## src/rtl/mem_arb_pkg.sv

```systemverilog
// Shared types and constants for the two-port memory arbiter.
package mem_arb_pkg;

  typedef enum logic {
    IDLE   = 1'b0,
    ACCESS = 1'b1
  } arb_state_e;

  localparam int unsigned TIMEOUT_DEF = 15;

  localparam logic P_CPU = 1'b0;
  localparam logic P_LDR = 1'b1;

endpackage

```

## src/rtl/mem_arb_rr.sv

```systemverilog
// Two-requester round-robin pick: a lone requester wins, a tie goes to the
// port that was not granted last.
module mem_arb_rr
  import mem_arb_pkg::*;
(
  input  logic [1:0] req,
  input  logic       last_gnt,
  output logic       pick
);

  always_comb begin
    pick = P_CPU;
    if (req == 2'b11) begin
      pick = ~last_gnt;
    end else if (req[P_LDR]) begin
      pick = P_LDR;
    end
  end

endmodule

```

## src/rtl/mem_arbiter.sv

```systemverilog
// Arbitrates a CPU port and a loader/debug port onto a single memory
// interface, with a per-access timeout and registered completion pulses.
module mem_arbiter
  import mem_arb_pkg::*;
#(
  parameter int unsigned TIMEOUT = TIMEOUT_DEF
) (
  input  logic        clock,
  input  logic        reset_n,
  input  logic        p0_req,
  input  logic        p1_req,
  input  logic        p0_we,
  input  logic        p1_we,
  input  logic [31:0] p0_addr,
  input  logic [31:0] p1_addr,
  input  logic [31:0] p0_wdata,
  input  logic [31:0] p1_wdata,
  output logic        p0_ack,
  output logic        p1_ack,
  output logic        p0_err,
  output logic        p1_err,
  output logic [31:0] p0_rdata,
  output logic [31:0] p1_rdata,
  output logic        mem_req,
  output logic        mem_we,
  output logic [31:0] mem_addr,
  output logic [31:0] mem_wdata,
  input  logic        mem_ready,
  input  logic [31:0] mem_rdata,
  output logic        busy,
  output logic        gnt_id
);

  localparam int unsigned CW = $clog2(TIMEOUT + 1);
  localparam logic [CW-1:0] TO_CNT = CW'(TIMEOUT);

  arb_state_e       state_q, state_d;
  logic [CW-1:0]    cnt_q, cnt_d;
  logic [CW-1:0]    cnt_inc;
  logic             last_gnt_q, last_gnt_d;
  logic             gnt_id_q, gnt_id_d;
  logic             we_q, we_d;
  logic [31:0]      addr_q, addr_d;
  logic [31:0]      wdata_q, wdata_d;
  logic [1:0]       ack_q, ack_d;
  logic             err_q, err_d;
  logic [1:0][31:0] rdata_q, rdata_d;
  logic             pick;

  mem_arb_rr u_rr (
    .req      ({p1_req, p0_req}),
    .last_gnt (last_gnt_q),
    .pick     (pick)
  );

  assign cnt_inc = (cnt_q == TO_CNT) ? cnt_q : cnt_q + CW'(1);

  always_comb begin
    state_d    = state_q;
    cnt_d      = cnt_q;
    last_gnt_d = last_gnt_q;
    gnt_id_d   = gnt_id_q;
    we_d       = we_q;
    addr_d     = addr_q;
    wdata_d    = wdata_q;
    ack_d      = '0;
    err_d      = 1'b0;
    rdata_d    = rdata_q;

    unique case (state_q)
      IDLE: begin
        if (p0_req || p1_req) begin
          state_d    = ACCESS;
          cnt_d      = '0;
          gnt_id_d   = pick;
          last_gnt_d = pick;
          we_d       = (pick == P_LDR) ? p1_we    : p0_we;
          addr_d     = (pick == P_LDR) ? p1_addr  : p0_addr;
          wdata_d    = (pick == P_LDR) ? p1_wdata : p0_wdata;
        end
      end
      ACCESS: begin
        cnt_d = cnt_inc;
        // mem_ready takes priority, so a completion on the timeout cycle is a success
        if (mem_ready) begin
          state_d         = IDLE;
          cnt_d           = '0;
          ack_d[gnt_id_q] = 1'b1;
          if (!we_q) begin
            rdata_d[gnt_id_q] = mem_rdata;
          end
        end else if (cnt_inc == TO_CNT) begin
          state_d         = IDLE;
          cnt_d           = '0;
          ack_d[gnt_id_q] = 1'b1;
          err_d           = 1'b1;
        end
      end
      default: state_d = IDLE;
    endcase
  end

  always_ff @(posedge clock or negedge reset_n) begin
    if (!reset_n) begin
      state_q    <= IDLE;
      cnt_q      <= '0;
      last_gnt_q <= P_LDR;
      gnt_id_q   <= P_CPU;
      we_q       <= 1'b0;
      addr_q     <= '0;
      wdata_q    <= '0;
      ack_q      <= '0;
      err_q      <= 1'b0;
      rdata_q    <= '0;
    end else begin
      state_q    <= state_d;
      cnt_q      <= cnt_d;
      last_gnt_q <= last_gnt_d;
      gnt_id_q   <= gnt_id_d;
      we_q       <= we_d;
      addr_q     <= addr_d;
      wdata_q    <= wdata_d;
      ack_q      <= ack_d;
      err_q      <= err_d;
      rdata_q    <= rdata_d;
    end
  end

  // Memory-side outputs derive from state so an asynchronous reset clears them at once.
  assign busy      = (state_q == ACCESS);
  assign mem_req   = busy;
  assign mem_we    = busy & we_q;
  assign mem_addr  = busy ? addr_q  : '0;
  assign mem_wdata = busy ? wdata_q : '0;

  assign p0_ack   = ack_q[P_CPU];
  assign p1_ack   = ack_q[P_LDR];
  assign p0_err   = ack_q[P_CPU] & err_q;
  assign p1_err   = ack_q[P_LDR] & err_q;
  assign p0_rdata = rdata_q[P_CPU];
  assign p1_rdata = rdata_q[P_LDR];
  assign gnt_id   = gnt_id_q;

endmodule

```

## config.mk

```make
export PLATFORM = sky130hd
export DESIGN_NAME = mem_arbiter
export DESIGN_NICKNAME = d
export VERILOG_FILES = /design/src/rtl/mem_arb_pkg.sv /design/src/rtl/mem_arb_rr.sv /design/src/rtl/mem_arbiter.sv
export SDC_FILE = /design/constraint.sdc
export NUM_CORES = 1
export LEC_CHECK = 0
export ABC_CLOCK_PERIOD_IN_PS = 1400
export CAP_MARGIN = 20
export CORE_ASPECT_RATIO = 0.7
export CORE_MARGIN = 2
export CORE_UTILIZATION = 29
export CTS_CLUSTER_SIZE = 12
export DETAILED_ROUTE_END_ITERATION = 10
export GPL_TIMING_DRIVEN = 0
export PLACE_DENSITY_LB_ADDON = 0.15
export SYNTH_ARGS = -nofsm -noshare
export SYNTH_HDL_FRONTEND = slang
export SYNTH_HIERARCHICAL = 1
export SYNTH_SLANG_ARGS = --single-unit
```

## constraint.sdc

```tcl
create_clock -name clock -period 1.4 [get_ports clock]
set_input_delay 0.28 -clock clock [delete_from_list [all_inputs] [get_ports clock]]
set_output_delay 0.28 -clock clock [all_outputs]
set_load 0.02 [all_outputs]
```

==> summary by stage <==
Drt
For this block, the routed nets add up to 21700 um of wire. The first detailed-routing pass ran for 4 iterations. The amount of wire on met3 after detailed routing is 1080 um.

The detailed-route vias per instance is 4.58. After detailed routing, the average wire length per cell comes to 18.3 um. The highest metal layer carrying signal wires in the routed design is met4. In the routed design, unresolved DRC markers number 0.

The violation count after the first detailed-route iteration is 208. The routed length on met1 is 10000 um. For this block, the via count after detailed routing is 5427. The routed length on met2 is 10200 um. The number of antenna-violating nets in the routed design is 0.

Synth
The mean cell area of the mapped netlist is 11.7 um2. Sorting the synthesized cells by area gives the leading types as dfrtp_1 (54%), mux2_2 (11%), mux2i_1 (10%). The synthesized design spends more area on one cell type than any other, namely dfrtp_1.

Counting instances in the post-synthesis netlist gives the leading cell types as dfrtp_1 (138), nand2_1 (68), and2_1 (67), o21ai_0 (66), mux2i_1 (65). The unique cell type count in the Yosys netlist is 39. The instance count of the mapped netlist is 546. dfrtp_1 is the most common cell in the netlist. The number of enable-type register cells in the synthesized netlist is 0. The number of synthesis warnings is 6.

The commonest register cell after synthesis is dfrtp_1. After synthesis the cells add up to 0.00637 mm2. The post-synthesis sequential area ratio is 0.547. The net count of the mapped netlist is 714. The share of flip-flops with an asynchronous set or reset after synthesis is 1.00. The area share of the largest cell type after synthesis is 0.542. The flip-flop and latch count after synthesis is 139.

Timing
The remaining max-slew budget at the tightest pin is 0.554. The final worst-path setup slack is -0.452 ns. Clock skew on the completed layout was measured at 0.00597 ns. Setup violations remaining at the end of the flow were counted as 196. The period utilization is 1.32.

The number of slew-limit violations in the final report was 0. The worst hold slack across all endpoints is 0.396 ns. The hold violation count in the final report is 0. The slew at the pin with the worst max-slew slack is 0.669 ns. The achievable frequency is 0.540 GHz. Setup repair after global routing could not meet its margin everywhere. The clock period minus worst slack is 1.85 ns.

GRT
In the global route stage, overall resource usage came out at 0.186. The number of antenna violations at the first check in global routing is 0. The pin count of the biggest net entering global routing is 74. The number of global-route vias before repair is 5702.

The first global-routing pass estimated 32900 um of wire. After global routing the overflow that remains totals 0.

Status
The checks that failed: setup timing. The flow ran to the end, but the final reports show violations.

Placement
The post-placement setup slack is -0.923 ns. The congestion estimate from routability-driven global placement came to 0.746. The total cell area at the placement stage is 0.00991 mm2. In this run the tool buffered the top-level ports with 302 buffer cells. The HPWL after detailed placement is 15500 um.

Pwr
The maximum vdd ir drop is 1.07 mV. The total design power is 18900 uW. In this run the static leakage power is 0.00507 uW.

Power spread over the standard cell area amounts to 1680 mW/mm2.

Die
The total number of placement rows is 45. The die covers 0.0232 mm2. The height of the die is 128 um. 303 I/O pins were placed.

The initial utilization of the core area, before any placement, comes to 0.294. After floorplanning, the core was sized to cover 0.0216 mm2. Measured along the x axis, the die boundary spans 181 um.

Worst hold path
The type of the worst min-delay path is in2reg. The worst hold path passes through 3 cells.

CTS
The clock tree root driver cell is clkbuf_16. The clock net in this run drives a total of 139 sinks. The insertion delay to the later sink of the worst-skew pair is 0.42 ns. Counting the buffers created by CTS gives 17. The longest clock path from root to sink contains 2 buffers. The TritonCTS clock tree is built.

After clock tree synthesis, the clock-pin slew on the worst setup and hold paths is 0.06 ns. The clock tree synthesis step divided the H-tree into 4 levels.

Setup path
The startpoint type of the worst setup path is a flip-flop. The critical path is of the reg2out type. The worst reg-to-reg setup slack is -0.27 ns. The data arrival time at the worst-slack endpoint is 1.57 ns.

The maximum fanout along the worst path is 7. The number of cells on the worst reg-to-reg path is 6. For the worst setup path, the data required time is 1.12 ns. STA classifies the critical path endpoint as an output port.

Layout
The share of post-route cells with drive strength above 1 is 0.427. After routing the design area is 0.0113 mm2. The area added between synthesis and finish is 77.0%.

The number of antenna diodes in the final layout is 0. After the last flow step, the layout net total stands at 1059.

Run
The tool flagged a number of max-cap violations equal to 0.
## final cells by class
type	instances	area, um2
Buffer	36	492
Sequential cell	139	3480
Multi-Input combinational cell	368	3090
Inverter	2	7.51
Clock buffer	18	439
Fill cell	1946	10400
Clock inverter	14	171
Tap cell	282	353
Timing Repair Buffer	327	3230
## cells in the final DEF (no fill, tap or decap), types with 4 or more instances in the layout
cell	synthesis	layout
and2_1	67	12
and2_4	0	55
buf_12	0	9
buf_2	11	16
buf_4	8	17
buf_6	4	73
buf_8	0	7
clkbuf_16	0	23
clkbuf_2	1	32
clkdlybuf4s15_2	0	33
clkdlybuf4s50_1	0	162
clkinv_4	0	4
dfrtp_1	138	135
mux2_2	64	52
mux2_4	0	12
mux2i_1	65	52
mux2i_2	0	7
mux2i_4	0	6
nand2_1	68	67
nor2_1	4	4
o21ai_0	66	49
o21ai_1	0	12
o21ai_2	0	5
## where the power goes
group	switching, uW	internal (uW)
sequential	806	5450
combinational	3840	4100
clock	1840	2860
total	6480	12400
## flip-flops by register name, indices dropped and copies added (netlist names)
register	count
ack_q	2
addr_q	32
busy	1
cnt_q	4
err_q	1
gnt_id	1
last_gnt_q	1
p0_rdata	32
p1_rdata	32
wdata_q	32
we_q	1
## final timing paths
kind / start / end
worst max-delay path: busy$_DFF_PN0_ / mem_wdata[21]
worst min-delay path: mem_ready / ack_q[0]$_DFF_PN0_
worst max register to register: busy$_DFF_PN0_ / busy$_DFF_PN0_
worst min register to register: addr_q[21]$_DFFE_PN0P_ / addr_q[21]$_DFFE_PN0P_
max in group asynchronous: reset_n / p0_rdata[5]$_DFFE_PN0P_
min in group asynchronous: reset_n / addr_q[29]$_DFFE_PN0P_
## routing by layer
layer,up-vias,GRT usage
li1,2565,-
met2,159,0.298
met3,24,0.0452
met1,2679,0.252
met4,0,0.0536
met5,-,0
## cells by family after synthesis
| kind of cell | Yosys count | synth area share |
|---|---|---|
| flip-flops | 139 | 0.547 |
| AND/OR/NAND/NOR | 154 | 0.126 |
| XOR/XNOR | 1 | 0.00138 |
| multiplexers | 131 | 0.219 |
| AO/OA/AOI/OAI | 81 | 0.0694 |
| adder cells (fa/ha/maj) | 1 | 0.00197 |
| buffers and inverters | 39 | 0.0354 |
## metrics by stage
stage	util	std cells	TNS [ns]
floorplan	-	546	-0.392
global placement	0.457	1130	-908.33
detailed placement	0.458	1131	-134.42
CTS	0.504	1176	-33.22
global route	0.521	1186	-43.05
finish	0.521	1186	-34.05
## critical path, cell delays in order, from the launching register on
cell	delay [ns]
dfrtp_2	0.43
buf_12	0.15
clkbuf_16	0.16
clkbuf_16	0.15
and2_4	0.13
buf_6	0.12
## what timing repair did
action,CTS,global route
pin swaps,5,10
endpoints found under the hold margin,65,0
cloned,5,3
setup buffers,8,9
setup endpoints to repair,271,232
resized for setup,609,173
hold buffers,1,0
Note: power is estimated with default switching activity, not from simulation.
==> RTL edit 1 (config.mk and constraints unchanged) <==
Reset style: synchronous (`reset_n`), changed in one clocked block. Comments in the files are not updated.
--- a/src/rtl/mem_arbiter.sv
+++ b/src/rtl/mem_arbiter.sv
@@ -100,7 +100,7 @@
     endcase
   end
 
-  always_ff @(posedge clock or negedge reset_n) begin
+  always_ff @(posedge clock) begin
     if (!reset_n) begin
       state_q    <= IDLE;
       cnt_q      <= '0;
Function: differs if reset_n is asserted again (counterexample within 4 cycles, from zero or initial values and one cycle with reset_n low); with reset_n held inactive, the same outputs for 4 cycles.
==> RTL edit 1 against the unedited design <==
Critical path type unchanged; highest routed layer unchanged; area after synthesis is 0.92% lower; hold slack worse by 0.12 ns; sequential cell count stayed put; first-iteration DRC count is 41% higher; cell area is 3.2% higher; critical endpoint is now mem_addr[8]; the flow still finishes with violations (negative setup slack); worst setup slack better by 0.064 ns; routed wire length is 8.3% higher.
Power is not compared: it rests on default switching activity, and its combinational part moved more than twofold at a synthesized area within 25%.
==> RTL edit 1: results (changes against the unedited design) <==
DPL Wire Length 16.5 mm (was 15.5 mm); status complete, but fails checks (unchanged); FILL cells 1981 (was 1946); Final Wtd Congestion 0.823 (was 0.746); WS Path Type reg -> out (unchanged); Peak VDD IR around 800 uV; HP Class in -> reg (unchanged); fraction of layout cells with a size suffix above 1 0.276 (was 0.427); n_diodes 0 (unchanged); Clock Tree Root clkbuf_16 (unchanged); top_reg_cell synth dfxtp_1 (was dfrtp_1); Setup-failing EPs final 198 (was 196); Port Buffer Count 301 (was 302); Syn. warnings 6 (unchanged); total track usage 0.186 (about the same); Worst-Skew Late Latency 0.43 ns; TritonCTS buffer count 17 (unchanged); vias in the first global route 6095 (was 5702); min-delay src reset_n (was mem_ready); Post-DP Area 9740 sq um (was 9910 sq um); Setup Skew 0.0152 ns (was 0.00597 ns); Yosys cell types 36 (was 39); Pleak 0.00535 uW; worst-path fanout max 5 (was 7); sequential share of the synthesized area 0.441 (was 0.547); min setup slack post-route -0.387 ns (was -0.452 ns); Syn Nets 870 (was 714); First-pass DRT Iterations 6 (was 4); R2R Path Start busy (unchanged); Clock Path Buffers 2 (unchanged); Cells after Synth 702 (was 546); nets 1232 (was 1059); Post-synth ARST share 0 (was 1.00); initial antenna violation count 0 (unchanged); via count 6284 (was 5427); CTS HTree Levels 4 (unchanged); Routed WL 23.5 mm (was 21.7 mm); first-pass GRT wire length 33.6 mm (was 32.9 mm); final hold violation count 0 (unchanged); hold path depth 3 (unchanged); failing checks negative setup slack (unchanged); Post-DRT Antenna Nets 0 (unchanged); vias per cell 4.62 (was 4.58); clock-pin slew on the worst setup and hold paths 0.06 ns (about the same); top cells by area, synth dfxtp_1, nand2_1, mux2i_1 (was dfrtp_1, mux2_2, mux2i_1); drt first-iter violations 293 (was 208); Inst Count DP 1285 (was 1131); Worst-Margin Slew 0.550 ns (was 0.669 ns); commonest cells in the netlist nand2_1, dfxtp_1, and2_1, mux2i_1, o211a_1 (was dfrtp_1, nand2_1, and2_1, o21ai_0, mux2i_1); largest net degree at the start of global routing 17 (was 74); Reg2Reg Depth 8 (was 6)
RTL edit 1: cell count changes after synthesis, moves of 4 or more:
| cell | change |
|---|---|
| a21boi_0 | +24 |
| a21boi_1 | +41 |
| a31oi_1 | +4 |
| buf_2 | +12 |
| clkbuf_1 | +15 |
| dfrtp_1 | -138 |
| dfxtp_1 | +139 |
| mux2_2 | -64 |
| nand2_1 | +131 |
| o211a_1 | +65 |
| o21ai_0 | -63 |
RTL edit 1: metal layers:
metal	track usage	share of wire
met1	0.246	0.48
met2	0.299	0.46
met3	0.0519	0.054
met4	0.0465	0.014
met5	0	0
RTL edit 1: critical path, cell delays in order, from the launching register on:
cell	delay, ns
dfxtp_4	0.35
buf_8	0.13
clkbuf_16	0.17
clkbuf_16	0.16
and2_4	0.14
buf_6	0.12
RTL edit 1: layout make-up:
cell class	count	share of cell area
Timing Repair Buffer	345	0.309
Buffer	58	0.0515
Clock inverter	15	0.0147
Clock buffer	17	0.0366
Tap cell	282	0.0303
Multi-Input combinational cell	500	0.317
Sequential cell	139	0.240
Inverter	3	0.000968
RTL edit 1: where the power goes:
part / internal (uW) / switching, uW / total (uW)
Combinational: 1570 / 1190 / 2760
Sequential: 4210 / 140 / 4350
Clock: 2550 / 2030 / 4580
Total: 8330 / 3360 / 11700
RTL edit 1: worst paths after layout:
path	to	slack, ns
setup / recovery	mem_addr[8]	-0.39
hold / removal	err_q	0.28
setup reg to reg	p0_rdata[10]	-0.20
hold reg to reg	p1_rdata[7]	0.45
RTL edit 1: through the flow:
step	setup WS [ns]	setup TNS (ns)	utilization	total power, uW
after floorplan	0.00113	0	-	5450
after global placement	-0.943	-126.91	0.453	6540
after global routing	-0.427	-50.04	0.541	12200
after detailed placement	-0.956	-128.94	0.453	6550
after CTS	-0.464	-52.84	0.491	11300
final	-0.387	-37.08	0.541	11700
RTL edit 1: timing repair:
action,in CTS,in global routing
pin swaps,5,52
resized for setup,529,195
buffers inserted,9,20
endpoints found under the setup margin,271,261
cloned,1,15
RTL edit 1: cell families after synthesis:
family	synth area share
flip-flops	0.441
buffers and inverters	0.0492
AO/OA/AOI/OAI	0.194
AND/OR/NAND/NOR	0.209
adder cells (fa/ha/maj)	0.00198
XOR/XNOR	0.00139
multiplexers	0.103
==> RTL edit 2 (same flow settings) <==
Made on the original files. The package constant `TIMEOUT_DEF` goes from 15 to 30.
--- a/src/rtl/mem_arb_pkg.sv
+++ b/src/rtl/mem_arb_pkg.sv
@@ -6,7 +6,7 @@
     ACCESS = 1'b1
   } arb_state_e;
 
-  localparam int unsigned TIMEOUT_DEF = 15;
+  localparam int unsigned TIMEOUT_DEF = 30;
 
   localparam logic P_CPU = 1'b0;
   localparam logic P_LDR = 1'b1;
Function: no difference found for any inputs over 4 cycles, from zero or initial values and one cycle with reset_n low; that may be too few to reach the edited logic, so the function may still have changed.
==> RTL edit 2 against the unedited design <==
The flow still finishes with violations (negative setup slack); non-clock buffer count increased by 34; sequential cell count is 1 higher; routed wire length is 1.6% higher; first-iteration DRC count decreased by 19%; register-to-register slack got worse by 0.16 ns; power increased by 1.5%; cell area up 6.8%; area after synthesis is 3.6% higher; worst setup slack improved by 0.012 ns.
==> RTL edit 2: results (changes against the unedited design) <==
Worst-Margin Slew 0.646 ns (was 0.669 ns); Pleak 0.00562 uW (was 0.00507 uW); vias in the first global route 5658 (was 5702); Final Wtd Congestion 0.764 (was 0.746); total track usage 0.184 (was 0.186); clock-pin slew on the worst setup and hold paths 0.07 ns; nets 1105 (was 1059); DPL Wire Length 15.2 mm (was 15.5 mm); failing checks negative setup slack (unchanged); Syn. warnings 6 (unchanged); status complete, but fails checks (unchanged); Peak VDD IR 798 uV (was 1070 uV); first-pass GRT wire length 33.3 mm (was 32.9 mm); sequential share of the synthesized area 0.532 (was 0.547); Setup Skew 0.0116 ns (was 0.00597 ns); top cells by area, synth dfrtp_1, mux2i_1, and2_1 (was dfrtp_1, mux2_2, mux2i_1); largest net degree at the start of global routing 84 (was 74); Core Area 22500 sq um (was 21600 sq um); First-pass DRT Iterations 7 (was 4); Sw Pwr 6710 uW (was 6480 uW); Syn Nets 730 (was 714); fraction of layout cells with a size suffix above 1 0.429 (was 0.427); Clock Tree Root clkbuf_16 (unchanged); drt first-iter violations 169 (was 208); top_reg_cell synth dfrtp_1 (unchanged); Port Buffer Count 302 (unchanged); n_diodes 0 (unchanged); Worst-Skew Late Latency 0.42 ns (about the same); Avg WL per Cell 17.5 um (was 18.3 um); critical path's slowest cell dfrtp_2 (unchanged); Arr. time, crit path around 1.6 ns; Min Hold Slack 0.442 ns (was 0.396 ns); Yosys cell types 44 (was 39); TritonCTS buffer count 17 (unchanged); max incr delay on CP 0.40 ns (was 0.43 ns); Setup-failing EPs final 206 (was 196); R2R Setup Slk -0.43 ns (was -0.27 ns); worst-path fanout max 8 (was 7); CTS HTree Levels 4 (unchanged); min setup slack post-route -0.440 ns (was -0.452 ns); HP Class in -> async (was in -> reg); Clock Path Buffers 2 (unchanged); initial antenna violation count 0 (unchanged); vias per cell 4.47 (was 4.58); commonest cells in the netlist dfrtp_1, nand2_1, mux2i_1, and2_1, o21ai_0 (was dfrtp_1, nand2_1, and2_1, o21ai_0, mux2i_1); Post-synth ARST share 1.00 (unchanged)
[RTL edit 2: cell types whose count changed in the layout (fill, tap and decap cells not counted), sizes merged, moves of 4 or more]
| cell | delta |
|---|---|
| buf | +34 |
| clkbuf | +6 |
| clkdlybuf4s15 | -6 |
| clkinv | -4 |
| inv | +9 |
| nand2 | +5 |
[RTL edit 2: repair_timing]
item / in CTS / in global routing
setup buffers: 34 / 5
endpoints found under the hold margin: 82 / 0
setup endpoints to repair: 276 / 301
gates cloned: 22 / 0
hold buffers: 1 / 0
resized for setup: 670 / 78
pin swaps: 8 / 4
[RTL edit 2: stage by stage]
stage / setup WS [ns] / TNS (ns) / power [uW] / cell area (sq um) / std cells
final: -0.440 / -68.83 / 19200 / 12000 / 1261
after global routing: -0.498 / -80.80 / 20200 / 12000 / 1261
after CTS: -0.469 / -74.36 / 19600 / 12200 / 1262
after detailed placement: -1.15 / -142.23 / 14500 / 10300 / 1176
after global placement: -6.52 / -975.59 / 14400 / 10300 / 1175
after floorplan: -0.323 / -20.88 / 10500 / 6850 / 561
[RTL edit 2: final timing paths]
kind                                 end        from  cells after the start
min                         p1_rdata[11]     reset_n                      2
min in group clock            last_gnt_q  last_gnt_q                      2
min reg2reg                   last_gnt_q  last_gnt_q                      2
max reg2reg                     cnt_q[2]    cnt_q[0]                      6
max                        mem_wdata[18]        busy                      5
max in group asynchronous     last_gnt_q     reset_n                      3
[RTL edit 2: logic make-up after synthesis]
kind of cell | Yosys count | synth area share
buf+inv | 45 | 0.0429
mux | 132 | 0.224
flops | 140 | 0.532
compound gates | 84 | 0.0740
simple gates | 158 | 0.124
fa+ha+maj | 2 | 0.00380
[RTL edit 2: metal layers]
metal,up-vias,part of all wire,global-route usage
met5,-,0,0
met4,0,0.0071,0.0386
met3,14,0.081,0.0701
met2,203,0.45,0.289
met1,2733,0.46,0.244
li1,2691,-,-
[RTL edit 2: area by class of cell]
type	instances	area, sq um
fillers	2029	10500
repair buffers	362	3800
flip-flops and latches	140	3510
multi-input cells	376	3220
plain buffers	35	528
clock buffers	18	439
well taps	312	390
clock inverters	14	123
inverters	4	15.0
[RTL edit 2: power by group through the flow]
stage	logic, uW	clock network [uW]	registers (uW)
after floorplan	3160	0	7370
after global placement	8170	0	6260
after detailed placement	8210	0	6290
after CTS	8880	4480	6250
after global routing	9090	4670	6430
final	8560	4350	6250
[RTL edit 2: worst max-delay path, delay by kind of cell (launching register included)]
| kind | cells | cell delay, ns |
|---|---|---|
| and+or+nand+nor | 1 | 0.14 |
| buffers and inverters | 4 | 0.59 |
| DFF | 1 | 0.40 |
